File: config.mk
export PLATFORM = sky130hd
export DESIGN_NAME = qarctan_div_ctrl
export DESIGN_NICKNAME = d
export VERILOG_FILES = /design/src/rtl/qarctan_div_ctrl.sv
export SDC_FILE = /design/constraint.sdc
export NUM_CORES = 1
export LEC_CHECK = 0
export ABC_CLOCK_PERIOD_IN_PS = 6980
export CAP_MARGIN = 20
export CORE_MARGIN = 4
export CORE_UTILIZATION = 30
export CTS_CLUSTER_DIAMETER = 200
export DETAILED_ROUTE_END_ITERATION = 8
export PLACE_DENSITY_LB_ADDON = 0.1
export SYNTH_ARGS = -nofsm -noshare
export SYNTH_HDL_FRONTEND = slang
export SYNTH_SLANG_ARGS = --single-unit
File: constraint.sdc
create_clock -name clk_i -period 6.98 [get_ports clk_i]
set_input_delay 1.396 -clock clk_i [delete_from_list [all_inputs] [get_ports clk_i]]
set_output_delay 1.396 -clock clk_i [all_outputs]
set_load 0.02 [all_outputs]
File: src/rtl/qarctan_div_ctrl.sv
// Quick-arctan control stage: pops (x,y), drives an external shift-subtract divider,
// turns the signed ratio into an angle in Q(QUANT) radians and pushes it downstream.
module qarctan_div_ctrl #(
  parameter int DATA_WIDTH = 32,
  parameter int DIV_WIDTH  = 32,
  parameter int QUANT      = 10,
  parameter int QUAD1      = 804,
  parameter int QUAD3      = 2412
) (
  input  logic                  clk_i,
  input  logic                  rst_ni,
  input  logic                  in_empty_i,
  input  logic [DATA_WIDTH-1:0] in_x_i,
  input  logic [DATA_WIDTH-1:0] in_y_i,
  output logic                  in_rd_en_o,
  output logic                  div_start_o,
  output logic [DIV_WIDTH-1:0]  div_dividend_o,
  output logic [DIV_WIDTH-1:0]  div_divisor_o,
  input  logic                  div_done_i,
  input  logic [DIV_WIDTH-1:0]  div_quotient_i,
  input  logic                  div_overflow_i,
  input  logic                  out_full_i,
  output logic                  out_wr_en_o,
  output logic [DATA_WIDTH-1:0] out_din_o
);

  localparam int AW = DATA_WIDTH + 2;
  localparam int PW = DIV_WIDTH + 33;
  localparam logic [DATA_WIDTH:0] ONE_Y = 1;

  typedef enum logic [2:0] {S_IDLE, S_PREP, S_START, S_WAIT, S_MULT, S_OUT} state_t;

  state_t                        state_q, state_d;
  logic        [DATA_WIDTH-1:0]  x_q, x_d, y_q, y_d;
  logic                          neg_r_q, neg_r_d, neg_y_q, neg_y_d;
  logic signed [DATA_WIDTH-1:0]  base_q, base_d;
  logic        [DIV_WIDTH-1:0]   dividend_q, dividend_d, divisor_q, divisor_d;
  logic signed [DIV_WIDTH:0]     r_q, r_d;
  logic        [DATA_WIDTH-1:0]  out_din_q, out_din_d;

  logic        [DATA_WIDTH:0]    y_ext, abs_y;
  logic signed [AW-1:0]          x_w, ay_w, num_w, den_w;
  logic        [AW-1:0]          mag_w;
  logic signed [DIV_WIDTH:0]     quo_ext, r_w;
  logic signed [PW-1:0]          quad1_p, r_p, prod_p, base_p, angle_p, out_p;

  // abs_y is widened by one bit so y = -2^(DW-1) does not wrap.
  always_comb begin
    y_ext   = {y_q[DATA_WIDTH-1], y_q};
    abs_y   = (y_q[DATA_WIDTH-1] ? (~y_ext + ONE_Y) : y_ext) + ONE_Y;
    x_w     = {{2{x_q[DATA_WIDTH-1]}}, x_q};
    ay_w    = {1'b0, abs_y};
    num_w   = x_q[DATA_WIDTH-1] ? (x_w + ay_w) : (x_w - ay_w);
    den_w   = x_q[DATA_WIDTH-1] ? (ay_w - x_w) : (x_w + ay_w);
    mag_w   = num_w[AW-1] ? -num_w : num_w;
    quo_ext = {1'b0, div_quotient_i};
    r_w     = div_overflow_i ? '0 : (neg_r_q ? -quo_ext : quo_ext);
    quad1_p = PW'(QUAD1);
    r_p     = PW'(r_q);
    prod_p  = quad1_p * r_p;
    base_p  = PW'(base_q);
    angle_p = base_p - (prod_p >>> QUANT);
    out_p   = neg_y_q ? -angle_p : angle_p;
  end

  always_comb begin
    x_d        = x_q;
    y_d        = y_q;
    neg_r_d    = neg_r_q;
    neg_y_d    = neg_y_q;
    base_d     = base_q;
    dividend_d = dividend_q;
    divisor_d  = divisor_q;
    r_d        = r_q;
    out_din_d  = out_din_q;
    case (state_q)
      S_IDLE: if (!in_empty_i) begin
        x_d = in_x_i;
        y_d = in_y_i;
      end
      S_PREP: begin
        neg_r_d    = num_w[AW-1];
        neg_y_d    = y_q[DATA_WIDTH-1];
        base_d     = x_q[DATA_WIDTH-1] ? DATA_WIDTH'(QUAD3) : DATA_WIDTH'(QUAD1);
        dividend_d = DIV_WIDTH'(mag_w) << QUANT;
        divisor_d  = DIV_WIDTH'(den_w);
      end
      S_WAIT: if (div_done_i) r_d = r_w;
      S_MULT: out_din_d = DATA_WIDTH'(out_p);
      default: ;
    endcase
  end

  always_ff @(posedge clk_i or negedge rst_ni) begin
    if (!rst_ni) begin
      state_q    <= S_IDLE;
      x_q        <= '0;
      y_q        <= '0;
      neg_r_q    <= 1'b0;
      neg_y_q    <= 1'b0;
      base_q     <= '0;
      dividend_q <= '0;
      divisor_q  <= '0;
      r_q        <= '0;
      out_din_q  <= '0;
    end else begin
      state_q    <= state_d;
      x_q        <= x_d;
      y_q        <= y_d;
      neg_r_q    <= neg_r_d;
      neg_y_q    <= neg_y_d;
      base_q     <= base_d;
      dividend_q <= dividend_d;
      divisor_q  <= divisor_d;
      r_q        <= r_d;
      out_din_q  <= out_din_d;
    end
  end

  always_comb begin
    state_d = state_q;
    case (state_q)
      S_IDLE:  if (!in_empty_i) state_d = S_PREP;
      S_PREP:  state_d = S_START;
      S_START: state_d = S_WAIT;
      S_WAIT:  if (div_done_i) state_d = S_MULT;
      S_MULT:  state_d = S_OUT;
      S_OUT:   if (!out_full_i) state_d = S_IDLE;
      default: state_d = S_IDLE;
    endcase
  end

  always_comb begin
    in_rd_en_o     = (state_q == S_IDLE) && !in_empty_i;
    div_start_o    = (state_q == S_START);
    out_wr_en_o    = (state_q == S_OUT) && !out_full_i;
    div_dividend_o = dividend_q;
    div_divisor_o  = divisor_q;
    out_din_o      = out_din_q;
  end

endmodule

## Word level (Yosys, flattened, before mapping)

Index checks and enable logic that the tools add are counted.
Widths: inputs -> output; s select.

- Register bits: 200
- Bits of input ports: 102
- Output and inout bits: 99

- Add/sub/neg operators: 9
- Multipliers: 1
- Eq/ne operators: 8
- Muxes and demuxes: 12
- Bitwise logic cells: 2
- Reductions and logical operators: 8

Operators by type and width:

| operator | count |
|---|---|
| $mux 33 | 3 |
| $add 33x1->33 const B | 2 |
| $mux 32 | 2 |
| $mul 9x33->40 const A | 1 |
| $add 32x34->34 | 1 |
| $mux 34 | 1 |
| $sub 32x34->34 | 1 |
| $neg 32->33 | 1 |
| $not 33->33 | 1 |
| $neg 32->32 | 1 |
| $sub 13x32->32 | 1 |
| $sub 32x32->32 | 1 |
| $mux 22 | 1 |
| $neg 22->22 | 1 |
| $pmux 3 s6 | 1 |
| $mux 12 | 1 |
| $mux 3 | 3 |
| $eq 3x2->1 const B | 2 |
| $eq 3x3->1 const B | 2 |
| $ne 2x2->1 const B | 3 |
| $reduce_and 2->1 | 2 |
| $eq 3x1->1 const B | 1 |
| $logic_not 3->1 | 1 |
| $reduce_and 3->1 | 1 |
| 3 further kinds | 5 |

## Longest topological paths before layout

- Word-level depth: 8
- Gate-level depth with buffers: 33

## Worst setup path after synthesis

No wires, ideal clock.

- Kind: reg-to-reg
- From: reg r_q[1]
- To: reg out_din_q[29], in the netlist out_din_o[29]
- Data arrival time: 6,833 ps
- Required time: 6,850 ps
- Path slack: 17 ps
- Stages on the path, launching flop included: 28
- Period minus slack after synthesis: 6,963 ps
- Path through: dfrtp_1 -> ha_1 -> fa_1 -> inv_1 -> fa_1 -> inv_1 -> ha_1 -> ha_1 -> nand3_1 -> a211oi_2 -> a21oi_1 -> o21ai_0 -> a21oi_1 -> xor2_1 -> ha_1 -> nand2b_1 -> a2111oi_0 -> a211oi_1 -> o21a_4 -> or3_1 -> buf_6 -> or4_4 -> a221oi_2 -> nand3_2 -> or2_1 -> o31ai_1 -> xnor2_1 -> o21ai_1

- Longest elaborated chain between the ends: 4

Ends and longest elaborated chain:

| item | RTL line | RTL |
|---|---|---|
| start, declared | 38 | `logic signed [DIV_WIDTH:0] r_q, r_d;` |
| start signal, assigned | 115 | `r_q <= r_d;` |
| $mul 9x33->40 * | 60 | `prod_p = quad1_p * r_p;` |
| $sub 13x32->32 * | 62 | `angle_p = base_p - (prod_p >>> QUANT);` |
| $neg 32->32 | 63 | `out_p = neg_y_q ? -angle_p : angle_p;` |
| $mux 32 * | 63 |  |
| end signal, assigned | 116 | `out_din_q <= out_din_d;` |
| end, declared | 39 | `logic [DATA_WIDTH-1:0] out_din_q, out_din_d;` |

Mark *: on every way between the ends. The rest lies on a longest branch, timed or not.
A chain may end at the register's enable or synchronous reset.

## Final worst setup path

- From: reg r_q[3]
- To: reg out_din_q[31], in the netlist out_din_o[31]

The elaborated chain is that of the path after synthesis.

==> impl_results.md <==
- Post-synth ARST share: 1.00
- Main combinational cell family by area after synthesis: compound AO/OA/AOI/OAI gates
- HPWL after detailed placement: 49,500 µm
- Post-synthesis mux area share: 0.0263
- Non-Filler Instances: 3,496
- Skew-Pair Late Insertion Delay: 0.51 ns
- Max Cap Viol: 0
- Outcome: finished clean
- Synth Area in Compound Gates: 0.216
- Hold crit path type: reg -> reg
- Max clock buf depth: 2
- Core Rows: 95
- Number of port buffers: 190
- Met3 usage: 0.0239
- # hold bufs at CTS: 0
- Layout cells sized above 1: 0.0995
- Setup CP Type: reg -> reg
- Peak Freq: 149 MHz
- DRC: 0
- Min Clock Period, post-route: 6.73 ns
- Final period utilization: 0.964
- Nets: 2,989
- Starting Density: 0.303
- Ys flop type: dfrtp_1
- Grt ovf: 0
- Starting DRT DRC Count: 950
- DRT Pass-1 Iters: 5
- Slew of the pin with the lowest slew margin: 0.945 ns
- Die ar.: 72,200 µm²
- Mean number of vias per cell: 5.04
- Pre-CTS setup slack: -0.0691 ns
- Slew Limit Fails: 0
- H-Tree Depth: 4
- Routed WL per cell: 17.4 µm
- Post-Synth Simple-Gate Area: 0.171
- GRT busiest layer: met2
- CTS buffer count: 17
- Setup Viol. Count Final: 0
- Clock Pin Slew Worst Setup and Hold Paths: 0.08 ns
- XOR/XNOR Fraction of Synth Area: 0.111
- Vias: 17,600
- CP Max Fanout: 4
- Area share of fa/ha/maj cells after synthesis: 0.193
- Routed wire length: 60,900 µm
- Mapped Area: 20,400 µm²
- M2 GR Usage: 0.294
- Sink Count: 190
- Crit. End Element: flop
- Dpl cells: 3,455
- Worst EP required: 7.36 ns
- Synth unique cells: 96
- TritonCTS clock tree: yes
- Relative slew slack: 0.365
- Setup Skew: 0.0168 ns
- Root Driver: clkbuf_16
- Sequential element share of the synthesized area: 0.233
- Critical Path AT: 7.11 ns
- Synth-to-layout area growth: 20.4%
- Initial antenna violation count: 0
- #FFs+latches synth: 190
- Final worst setup slack: 0.251 ns
- Largest net degree at the start of global routing: 99
- Ys Warns: 0
- Mapped Cells: 2,422
- GPL Wtd Cong: 0.882
- Avg Cell Area, Syn: 8.42 µm²
- Post-synth EDFFs: 0
- Die Y: 269 µm
- Core area: 67,300 µm²
- Global-route wire length before repair: 96,600 µm
- Total GRT Usage: 0.169
- Die Width: 269 µm
- Vias in the first global route: 17,700
- CP Launch Type: flop
- IO Count: 201
- Final hold vios: 0
- Total negative setup slack: 0 ns
- Met1 usage: 0.223
- Remaining antenna violation count after routing: 0
-- worst max-delay path, stage by stage (launching register included) --
cell	delay [ns]
dfrtp_2	0.45
ha_1	0.32
fa_1	0.48
fa_1	0.57
ha_4	0.22
ha_4	0.29
nand3_4	0.08
a211oi_4	0.23
a21oi_2	0.10
o21ai_2	0.17
nand3_1	0.10
nand2_1	0.10
a31oi_1	0.09
xor2_1	0.17
ha_1	0.33
o21ai_1	0.08
nor4b_1	0.29
or4_4	0.19
o2111ai_2	0.12
or3_4	0.43
or4_4	0.54
a221oi_4	0.27
nand3_2	0.13
or2_4	0.29
o41ai_4	0.35
xnor2_1	0.15
o21ai_1	0.07
-- layer usage --
layer,wire (µm),share of wire
met2,29800,0.49
met4,836,0.014
met3,1820,0.030
met5,0,0
met1,28500,0.47
-- layout make-up --
type                    instances  area [µm²]
inverters                     115         432
well taps                     873        1090
flip-flops and latches        190        4760
fillers                      6903       42700
diodes                          1        2.50
clock buffers                  18         439
multi-input cells            1996       15000
repair buffers                289        2690
clock inverters                14         154
-- stage by stage --
step	utilization	hold WS, ns	instance area (µm²)
2_1_floorplan	-	0.456	20400
3_3_place_gp	0.351	0.462	23600
3_5_place_dp	0.351	0.471	23600
4_1_cts	0.359	0.488	24200
5_1_grt	0.365	0.513	24600
6_report	0.365	0.480	24600
-- path summary, 6_finish.rpt --
kind	start	endpoint	slack [ns]	cells past startpoint
worst max-delay path	r_q[3]	out_din_o[31]	0.25	26
worst min-delay path	out_din_o[26]	out_din_o[26]	0.48	2
worst max register to register	r_q[3]	out_din_o[31]	0.25	26
worst min register to register	out_din_o[26]	out_din_o[26]	0.48	2
max in group asynchronous	rst_ni	x_q[20]	4.93	2
min in group asynchronous	rst_ni	out_din_o[30]	0.96	1
-- placed cells by master (no fill, tap or decap), types with 9 or more instances in the layout --
cell type and instances:
a211oi_1 14, a21o_1 51, a21oi_1 137, a22o_1 30, a22oi_1 9, a31oi_1 18
and2_1 15, and3_1 11, buf_4 95, clkbuf_16 17, clkdlybuf4s50_1 189, conb_1 12
dfrtp_1 186, fa_1 61, ha_1 209, inv_1 111, mux2_2 36, mux2i_1 13
nand2_1 255, nand2b_1 34, nand3_1 33, nand3b_1 10, nand4_1 11, nor2_1 153
nor2b_1 22, nor3_1 51, nor4_1 18, o211ai_1 15, o21a_1 15, o21ai_0 231
o21bai_1 19, o31ai_1 27, or2_2 14, or3_1 24, or4_1 13, xnor2_1 151
xor2_1 103
-- Yosys cell counts (36+ instances only) --
master | count | area (µm²)
xnor2_1 | 152 | 1330
fa_1 | 61 | 1220
xor2_1 | 104 | 911
mux2_2 | 36 | 405
a21oi_1 | 140 | 701
nor2_1 | 158 | 593
clkbuf_1 | 102 | 383
nand2_1 | 256 | 961
dfrtp_1 | 190 | 4750
a21o_1 | 51 | 383
o21ai_0 | 234 | 1170
nor3_1 | 56 | 280
ha_1 | 217 | 2720
inv_1 | 112 | 420
-- sequential cells by signal, indices dropped and copies added (netlist names) --
register and count:
r_q 33, out_din_o 32, x_q 32, y_q 32, div_divisor_o 31, div_dividend_o 22, base_q 3, state_q 3
neg_r_q 1, neg_y_q 1
-- cell families (layout without fill, tap and decap cells) --
| family | count (synthesis) | after routing |
|---|---|---|
| AO/OA/AOI/OAI | 679 | 679 |
| XOR/XNOR | 257 | 257 |
| adder cells (fa/ha/maj) | 278 | 278 |
| buffers and inverters | 246 | 436 |
| flip-flops | 190 | 190 |
| multiplexers | 49 | 49 |
| other | 2 | 13 |
| AND/OR/NAND/NOR | 721 | 721 |
-- timing repair --
action                     4_1_cts  5_1_grt
setup endpoints to repair        5       39
buffers inserted                 0        7
gates resized for setup          2       55
gates cloned                     0        0
pin swaps                        0       27
Power is left out: the tool's default activity adds up to more than one toggle a clock period on the data nets, which glitch-free logic cannot reach.
